[src/rtl/fp32_divider.sv]
// fp32_divider: iterative IEEE-754 binary32 divider computing in0 / in1.
// The mantissa quotient comes from a radix-2 restoring divider, one bit per cycle.
// It is rounded to nearest-even. Denormal operands are flushed to signed zero.
// Latency is fixed at 29 cycles from acceptance to done for every operand class.
// Ports:
//   clk    rising-edge clock
//   rst    synchronous active-high reset
//   start  request, accepted only while busy=0
//   in0    dividend (binary32)
//   in1    divisor (binary32)
//   busy   high from the cycle after acceptance through the done cycle
//   done   one-cycle pulse; out/flags valid in that cycle
//   out    quotient, held until the next done
//   flags  {inv, dz, ovf, unf}, held with out
module fp32_divider (
  input  logic        clk,
  input  logic        rst,
  input  logic        start,
  input  logic [31:0] in0,
  input  logic [31:0] in1,
  output logic        busy,
  output logic        done,
  output logic [31:0] out,
  output logic [3:0]  flags
);

  typedef enum logic [2:0] {StIdle, StUnpack, StDivide, StRound, StDone} state_e;

  state_e            state;
  logic [31:0]       opa, opb;
  logic              sign;
  logic signed [9:0] exp;
  logic [23:0]       mb;
  logic [24:0]       rem;
  logic [25:0]       quo;
  logic [4:0]        cnt;
  logic              special;
  logic [31:0]       spec_out;
  logic [3:0]        spec_flags;

  // Special-case classification of the latched operands, highest priority first.
  logic        a_zero, b_zero, a_inf, b_inf, a_nan, b_nan, res_sign;
  logic        cls_special;
  logic [31:0] cls_out;
  logic [3:0]  cls_flags;

  always_comb begin
    a_zero      = (opa[30:23] == 8'h00);
    b_zero      = (opb[30:23] == 8'h00);
    a_inf       = (opa[30:23] == 8'hFF) && (opa[22:0] == 23'd0);
    b_inf       = (opb[30:23] == 8'hFF) && (opb[22:0] == 23'd0);
    a_nan       = (opa[30:23] == 8'hFF) && (opa[22:0] != 23'd0);
    b_nan       = (opb[30:23] == 8'hFF) && (opb[22:0] != 23'd0);
    res_sign    = opa[31] ^ opb[31];
    cls_special = 1'b1;
    cls_out     = 32'd0;
    cls_flags   = 4'b0000;
    if (a_nan || b_nan || (a_zero && b_zero) || (a_inf && b_inf)) begin
      cls_out   = 32'h7FC0_0000;
      cls_flags = 4'b1000;
    end else if (a_inf) begin
      cls_out = {res_sign, 8'hFF, 23'd0};
    end else if (b_inf) begin
      cls_out = {res_sign, 31'd0};
    end else if (b_zero) begin
      cls_out   = {res_sign, 8'hFF, 23'd0};
      cls_flags = 4'b0100;
    end else if (a_zero) begin
      cls_out = {res_sign, 31'd0};
    end else begin
      cls_special = 1'b0;
    end
  end

  // One restoring step. rem < 2*mb always holds, so 25 bits suffice after doubling.
  logic [25:0] diff;
  logic        diff_neg;
  logic [24:0] rem_next;

  always_comb begin
    diff     = {1'b0, rem} - {2'b00, mb};
    diff_neg = diff[25];
    rem_next = diff_neg ? {rem[23:0], 1'b0} : {diff[23:0], 1'b0};
  end

  // Normalise, round to nearest-even, then range-check the exponent.
  logic [23:0]       rnd_m;
  logic              rnd_g, rnd_s, rnd_up;
  logic [24:0]       rnd_sum;
  logic signed [9:0] rnd_exp;
  logic [22:0]       rnd_frac;
  logic [31:0]       res_out;
  logic [3:0]        res_flags;

  always_comb begin
    if (quo[25]) begin
      rnd_m   = quo[25:2];
      rnd_g   = quo[1];
      rnd_s   = quo[0] | (rem != 25'd0);
      rnd_exp = exp;
    end else begin
      rnd_m   = quo[24:1];
      rnd_g   = quo[0];
      rnd_s   = (rem != 25'd0);
      rnd_exp = exp - 10'sd1;
    end
    rnd_up   = rnd_g & (rnd_s | rnd_m[0]);
    rnd_sum  = {1'b0, rnd_m} + {24'd0, rnd_up};
    rnd_frac = rnd_sum[22:0];
    if (rnd_sum[24]) begin
      rnd_frac = rnd_sum[23:1];
      rnd_exp  = rnd_exp + 10'sd1;
    end
    res_flags = 4'b0000;
    if (special) begin
      res_out   = spec_out;
      res_flags = spec_flags;
    end else if (rnd_exp >= 10'sd255) begin
      res_out   = {sign, 8'hFF, 23'd0};
      res_flags = 4'b0010;
    end else if (rnd_exp <= 10'sd0) begin
      res_out   = {sign, 31'd0};
      res_flags = 4'b0001;
    end else begin
      res_out = {sign, rnd_exp[7:0], rnd_frac};
    end
  end

  always_ff @(posedge clk) begin
    if (rst) begin
      state      <= StIdle;
      busy       <= 1'b0;
      done       <= 1'b0;
      out        <= 32'd0;
      flags      <= 4'd0;
      opa        <= 32'd0;
      opb        <= 32'd0;
      sign       <= 1'b0;
      exp        <= 10'sd0;
      mb         <= 24'd0;
      rem        <= 25'd0;
      quo        <= 26'd0;
      cnt        <= 5'd0;
      special    <= 1'b0;
      spec_out   <= 32'd0;
      spec_flags <= 4'd0;
    end else begin
      unique case (state)
        StIdle: begin
          if (start) begin
            opa   <= in0;
            opb   <= in1;
            busy  <= 1'b1;
            state <= StUnpack;
          end
        end
        StUnpack: begin
          sign       <= res_sign;
          exp        <= $signed({2'b00, opa[30:23]}) - $signed({2'b00, opb[30:23]}) + 10'sd127;
          rem        <= {2'b01, opa[22:0]};
          mb         <= {1'b1, opb[22:0]};
          quo        <= 26'd0;
          cnt        <= 5'd25;
          special    <= cls_special;
          spec_out   <= cls_out;
          spec_flags <= cls_flags;
          state      <= StDivide;
        end
        StDivide: begin
          quo <= {quo[24:0], ~diff_neg};
          rem <= rem_next;
          if (cnt == 5'd0) begin
            state <= StRound;
          end else begin
            cnt <= cnt - 5'd1;
          end
        end
        StRound: begin
          out   <= res_out;
          flags <= res_flags;
          done  <= 1'b1;
          state <= StDone;
        end
        StDone: begin
          done  <= 1'b0;
          busy  <= 1'b0;
          state <= StIdle;
        end
        default: state <= StIdle;
      endcase
    end
  end

endmodule

[config.mk]
export PLATFORM = sky130hd
export DESIGN_NAME = fp32_divider
export DESIGN_NICKNAME = d
export VERILOG_FILES = /design/src/rtl/fp32_divider.sv
export SDC_FILE = /design/constraint.sdc
export NUM_CORES = 1
export LEC_CHECK = 0
export ABC_AREA = 0
export BUFFER_PORTS_ARGS = -buffer_cell sky130_fd_sc_hd__buf_2
export CORE_ASPECT_RATIO = 0.9
export CORE_MARGIN = 2
export CORE_UTILIZATION = 45
export DETAILED_ROUTE_END_ITERATION = 7
export HOLD_SLACK_MARGIN = 0.02
export PLACE_DENSITY_LB_ADDON = 0.3
export SYNTH_ARGS = -nofsm -noshare
export SYNTH_HDL_FRONTEND = slang
export SYNTH_SLANG_ARGS = --single-unit
[constraint.sdc]
create_clock -name clk -period 11.06 [get_ports clk]
set_clock_uncertainty 0.05 [all_clocks]
set_input_delay 0.553 -clock clk [delete_from_list [all_inputs] [get_ports clk]]
set_output_delay 0.553 -clock clk [all_outputs]
set_load 0.03 [all_outputs]
; ---- Word-level counts from Yosys, hierarchy flattened
; Index checks and enable logic that the tools add are counted.
[totals]
register_bits = 233
in_bits = 67
wordCells = 101
[classes]
n_addsub = 7
n_lt_le_gt_ge = 2
eq_ne = 9
muxes = 37
n_bitwise = 5
n_reduce_logical = 25
[op_table]
columns = op, n
row1 = 32-bit two-way mux, 6
row2 = 31-bit two-way mux, 2
row3 = 26-bit one-hot mux with 2 select lines, 1
row4 = 25-bit one-hot mux with 2 select lines, 1
row5 = 23-bit zero test, 2
row6 = 23-bit nonzero test, 2
row7 = 25-bit by 24-bit subtractor with 26-bit output, 1
row8 = 24-bit by 1-bit adder with 25-bit output, 1
row9 = 25-bit two-way mux, 1
row10 = 25-bit nonzero test, 1
row11 = 24-bit two-way mux, 1
row12 = 23-bit two-way mux, 1
row13 = 10-bit two-way mux, 2
row14 = "8-bit equality test, second input constant", 2
row15 = 8-bit zero test, 2
row16 = 3-bit two-way mux, 5
row17 = 3-bit one-hot mux with 4 select lines, 1
row18 = "10-bit by 2-bit adder with 10-bit output, second input constant", 1
row19 = "9-bit by 8-bit adder with 10-bit output, second input constant", 1
row20 = "10-bit by 9-bit greater-or-equal comparator with 1-bit output, second input constant", 1
row21 = "10-bit by 1-bit less-or-equal comparator with 1-bit output, second input constant", 1
row22 = 5-bit one-hot mux with 2 select lines, 1
row23 = "10-bit by 2-bit subtractor with 10-bit output, second input constant", 1
row24 = 1-bit two-way mux, 9
row25 = other kinds (20), 38

; ---- Longest topological paths before layout
[logic_depth]
ltp_word = 11
ltp_mapped = 22
mapped_depth_nobuf = 15

; ---- Worst setup path before layout
; OpenSTA, ideal clock, no wires.
[synth_path]
kind = register -> register
startpoint = register quo[25]
endpoint = register out[9]
setup_time_ps = 61
t_arrival_ps = 5116
slack_ps = 5833
path_stages_with_launch = 22
path_buffers = 8
cell_sequence = dfxtp_1 buf_4 buf_2 buf_2 clkbuf_1 buf_1 clkbuf_1 clkbuf_1 nand2_1 a21boi_0 ha_1 nand2_1 or4_4 or4b_4 or3_4 and4b_1 a211o_1 nor2_1 nand2_1 nor2_2 buf_6 a32o_1
[synth_between]
elab_chain_len = 9
[synth_rtl]
columns = item, line
row1 = start: declaration, 35  ; logic [25:0] quo;
row2 = start signal: assignment, 170  ; quo <= {quo[24:0], ~diff_neg};
row3 = 1-bit two-way mux or 24-bit two-way mux (tied branches), 96  ; if (quo[25]) begin
row4 = 1-bit OR, 107  ; rnd_up = rnd_g & (rnd_s | rnd_m[0]);
row5 = 1-bit bitwise AND, 107
row6 = 24-bit by 1-bit adder with 25-bit output, 108  ; rnd_sum = {1'b0, rnd_m} + {24'd0, rnd_up};
row7 = 10-bit two-way mux, 110  ; if (rnd_sum[24]) begin
row8 = 10-bit by 1-bit less-or-equal comparator with 1-bit output, 121  ; end else if (rnd_exp <= 10'sd0) begin
row9 = 31-bit two-way mux, 121
row10 = 31-bit two-way mux *, 118  ; end else if (rnd_exp >= 10'sd255) begin
row11 = 32-bit two-way mux *, 115  ; if (special) begin
row12 = end signal: assignment, 179  ; out <= res_out;
row13 = end: declaration, 23  ; output logic [31:0] out,
; Mark *: on every way between the ends. The rest lies on a longest branch, timed or not.
; A chain may end at the register's enable or synchronous reset.

; ---- Final worst setup path
; Ends and elaborated chain as after synthesis.

==> flow_summary.toml <==
[critical_path]
regToRegSetupSlack_ps = 6170
timing.critical_path.to_type = "register"
worst-endpoint-required_ps = 11460
crit_fanout = 52
path_class = "register to register"
worstRegToRegCells = 13
timing.critical_path.from_type = "register"
rr_startpoint = "quo[25]"
crit_arrival_ps = 5290
worstReg2RegEnd = "out[9]"

[final_layout]
drive_gt1_share_pct = 12.2
finish.utilization_pct = 50.7
layout-area-overhead-vs-synth_pct = 11.5
num_antenna_cells = 0
fin_nets = 1578

[min_path]
worst_hold_startpoint = "in1[10]"
hold_path_depth = 3
worst_hold_path_type = "input port to register"
min_to = "opb[10]"

[detailed_routing]
wire_per_inst_um = 14.7
initial_drt_markers = 576
drc = 0
drt_pre_antenna_iters = 6
detailroute.via_count = 9962
route.antenna.remaining_nets = 0
totalWireLength_um = 26300
via_per_inst = 5.57

[sta]
final_hold_fails = 0
slew_headroom_pct = 26.0
finalSetupViolations = 0
slew_viol_final = 0
hold-worst-slack_ps = 231
timing.final.crit_share_pct = 44.2
tightestPinTransition_ps = 1110
grt_setup_unrepaired = "false"
finalWorstSetupSlack_ps = 6170
fin_crit_ps = 4890
finalSetupTns_ps = 0
fmaxAchievable_mhz = 205

[cts]
htree_num_levels = 1
cts-buffers-inserted = 22
cts_resized = 0
post_cts_hold_buffer_count = 0
cts.reportedPaths.clkPinSlew_ps = 60
cts_tree = "done"
ctsRootBufferMaster = "clkbuf_16"
clock_insertion_delay_worst_skew_ps = 500
maximum_buffer_depth_of_the_clock_tree = 3
post-cts-setup-buffers = 0
cts_num_sinks = 201

[global_routing]
overflow_left_after_global_routing = 0
wire_length_of_the_first_global_routing_pass_um = 44500
grt_max_degree = 112
antenna_found_initial = 0
gr-usage-all-layers_pct = 20.4
vias_in_the_first_global_route = 9059

[placed_design]
finalWeightedCongestion = 0.890
dp_hpwl_um = 18400
placement.setup.worst_slack_ps = 6200
buffer_ports.inserted = 104

[synthesis]
mappedNetlistNets = 1539
post_synth_main_area_contributors = "dfxtp_1 37%, nand2_1 10%, a21oi_1 6.5%"
edff_count_synth = 0
ys_dominant_reg_cell = "dfxtp_1"
synth_top_cell_by_area = "dfxtp_1"
synth.most_common_cell = "nand2_1"
synthesis.area_per_instance_um2 = 7.65
synth_cells = 1432
yosysUniqueCellTypes = 71
netlist.area_leader.share_pct = 36.8
synth_sequential_area_ratio_pct = 36.8
ys_ff_latch = 201
mappedNetlistArea_um2 = 10900
asyncSetResetFlopFracSynth_pct = 0
synth-warning-count = 0
ys_top_cells_by_count = "301 x nand2_1, 201 x dfxtp_1, 143 x a21oi_1"

[floorplan]
effective_utilization_at_floorplan_pct = 45.5
dieArea_um2 = 25600
floorplan.io_pins = 105
fp.dieW_um = 168
num_rows = 54
die_h_um = 152
core_um2 = 24100

[pwr]
p_leak_nw = 4.61
fin_total_pwr_mw = 2.15
cellPowerDensity_nw_per_um2 = 177
worst_ir_drop_vdd_v = 0.000127

[run_status]
status = "complete, no violations"

[job]
maxCapViolations = 0
[layout by cell type, fill, tap and decap left out, types with 7 or more instances in the layout]
| master | netlist | layout |
|---|---|---|
| a211oi_1 | 22 | 22 |
| a21o_1 | 14 | 14 |
| a21oi_1 | 143 | 143 |
| a22o_1 | 9 | 9 |
| a22oi_1 | 32 | 32 |
| a31o_2 | 8 | 8 |
| a31oi_1 | 34 | 34 |
| and3_1 | 11 | 11 |
| buf_2 | 3 | 103 |
| buf_4 | 1 | 12 |
| clkbuf_16 | 0 | 23 |
| dfxtp_1 | 201 | 200 |
| ha_1 | 38 | 38 |
| inv_1 | 59 | 59 |
| mux2_2 | 10 | 10 |
| mux2i_1 | 17 | 17 |
| nand2_1 | 301 | 301 |
| nand2b_1 | 11 | 11 |
| nand3_1 | 36 | 36 |
| nand4_1 | 13 | 13 |
| nor2_1 | 101 | 100 |
| nor3_1 | 26 | 26 |
| nor4_1 | 22 | 22 |
| o21a_1 | 8 | 8 |
| o21ai_0 | 33 | 33 |
| o311a_1 | 11 | 11 |
| or2_2 | 7 | 7 |
| or4_1 | 9 | 9 |
| xnor2_1 | 39 | 39 |
| xor2_1 | 20 | 20 |
[registers in the layout (all words and copies together), names as in the netlist]
name        count
cnt             5
rem            25
state           3
out            32
done            1
opb            32
special         1
mb             24
opa            32
spec_flags      1
spec_out        3
busy            1
exp            10
flags           4
quo            26
sign            1
[critical path: stages, from the launching register on]
cell	delay [ps]
dfxtp_2	500
buf_4	520
mux2_2	260
ha_1	190
nand2_1	90
or4_4	540
or4b_4	610
or3_4	440
xnor2_1	160
a31o_2	270
a21oi_1	170
nand2_1	270
nor2_2	520
a32o_1	240
[per-stage QoR]
| stage | instance area (µm²) | cells |
|---|---|---|
| after CTS | 12200 | 1788 |
| final | 12200 | 1788 |
| after floorplan | 10900 | 1432 |
| after detailed placement | 11600 | 1755 |
| after global routing | 12200 | 1788 |
| after global placement | 11600 | 1755 |
[layer usage]
layer	share of wire, %	vias to the layer above	global-route usage (%)
li1	-	5122	-
met1	49	4567	28.8
met2	44	235	33.4
met3	4.6	38	2.34
met4	2.1	0	5.30
met5	0	-	0
[worst max-delay path by stage]
stage / from / to / slack (ps) / cells past startpoint
global placement: quo[25] / out[9] / 6290 / 13
CTS: quo[25] / out[5] / 6170 / 13
finish: quo[25] / out[9] / 6170 / 13
floorplan: quo[25] / out[9] / 5830 / 21
detailed placement: quo[25] / out[5] / 6200 / 13
global route: quo[25] / out[5] / 5860 / 13
[kinds of logic after synthesis]
kind of cell | count (synthesis) | synth area share, %
AND/OR/NAND/NOR | 577 | 23.9
AO/OA/AOI/OAI | 369 | 21.8
buffers and inverters | 159 | 5.59
XOR/XNOR | 59 | 4.72
adder cells (fa/ha/maj) | 40 | 4.71
flip-flops | 201 | 36.8
multiplexers | 27 | 2.58
[layout make-up]
| cell class | instances | area [µm²] |
|---|---|---|
| Tap cell | 308 | 385 |
| Sequential cell | 201 | 4030 |
| Clock inverter | 3 | 15.0 |
| Fill cell | 2369 | 11800 |
| Clock buffer | 30 | 622 |
| Multi-Input combinational cell | 1072 | 6330 |
| Inverter | 59 | 221 |
| Timing Repair Buffer | 115 | 606 |
[report_power, final]
| part | leakage (nW) | total [mW] | switching (mW) | internal, mW |
|---|---|---|---|---|
| logic | 2.66 | 0.664 | 0.400 | 0.264 |
| registers | 1.64 | 0.823 | 0.0519 | 0.771 |
| clock network | 0.315 | 0.668 | 0.281 | 0.387 |
| total | 4.61 | 2.15 | 0.733 | 1.42 |
No activity file was read; power rests on OpenSTA's default activity.
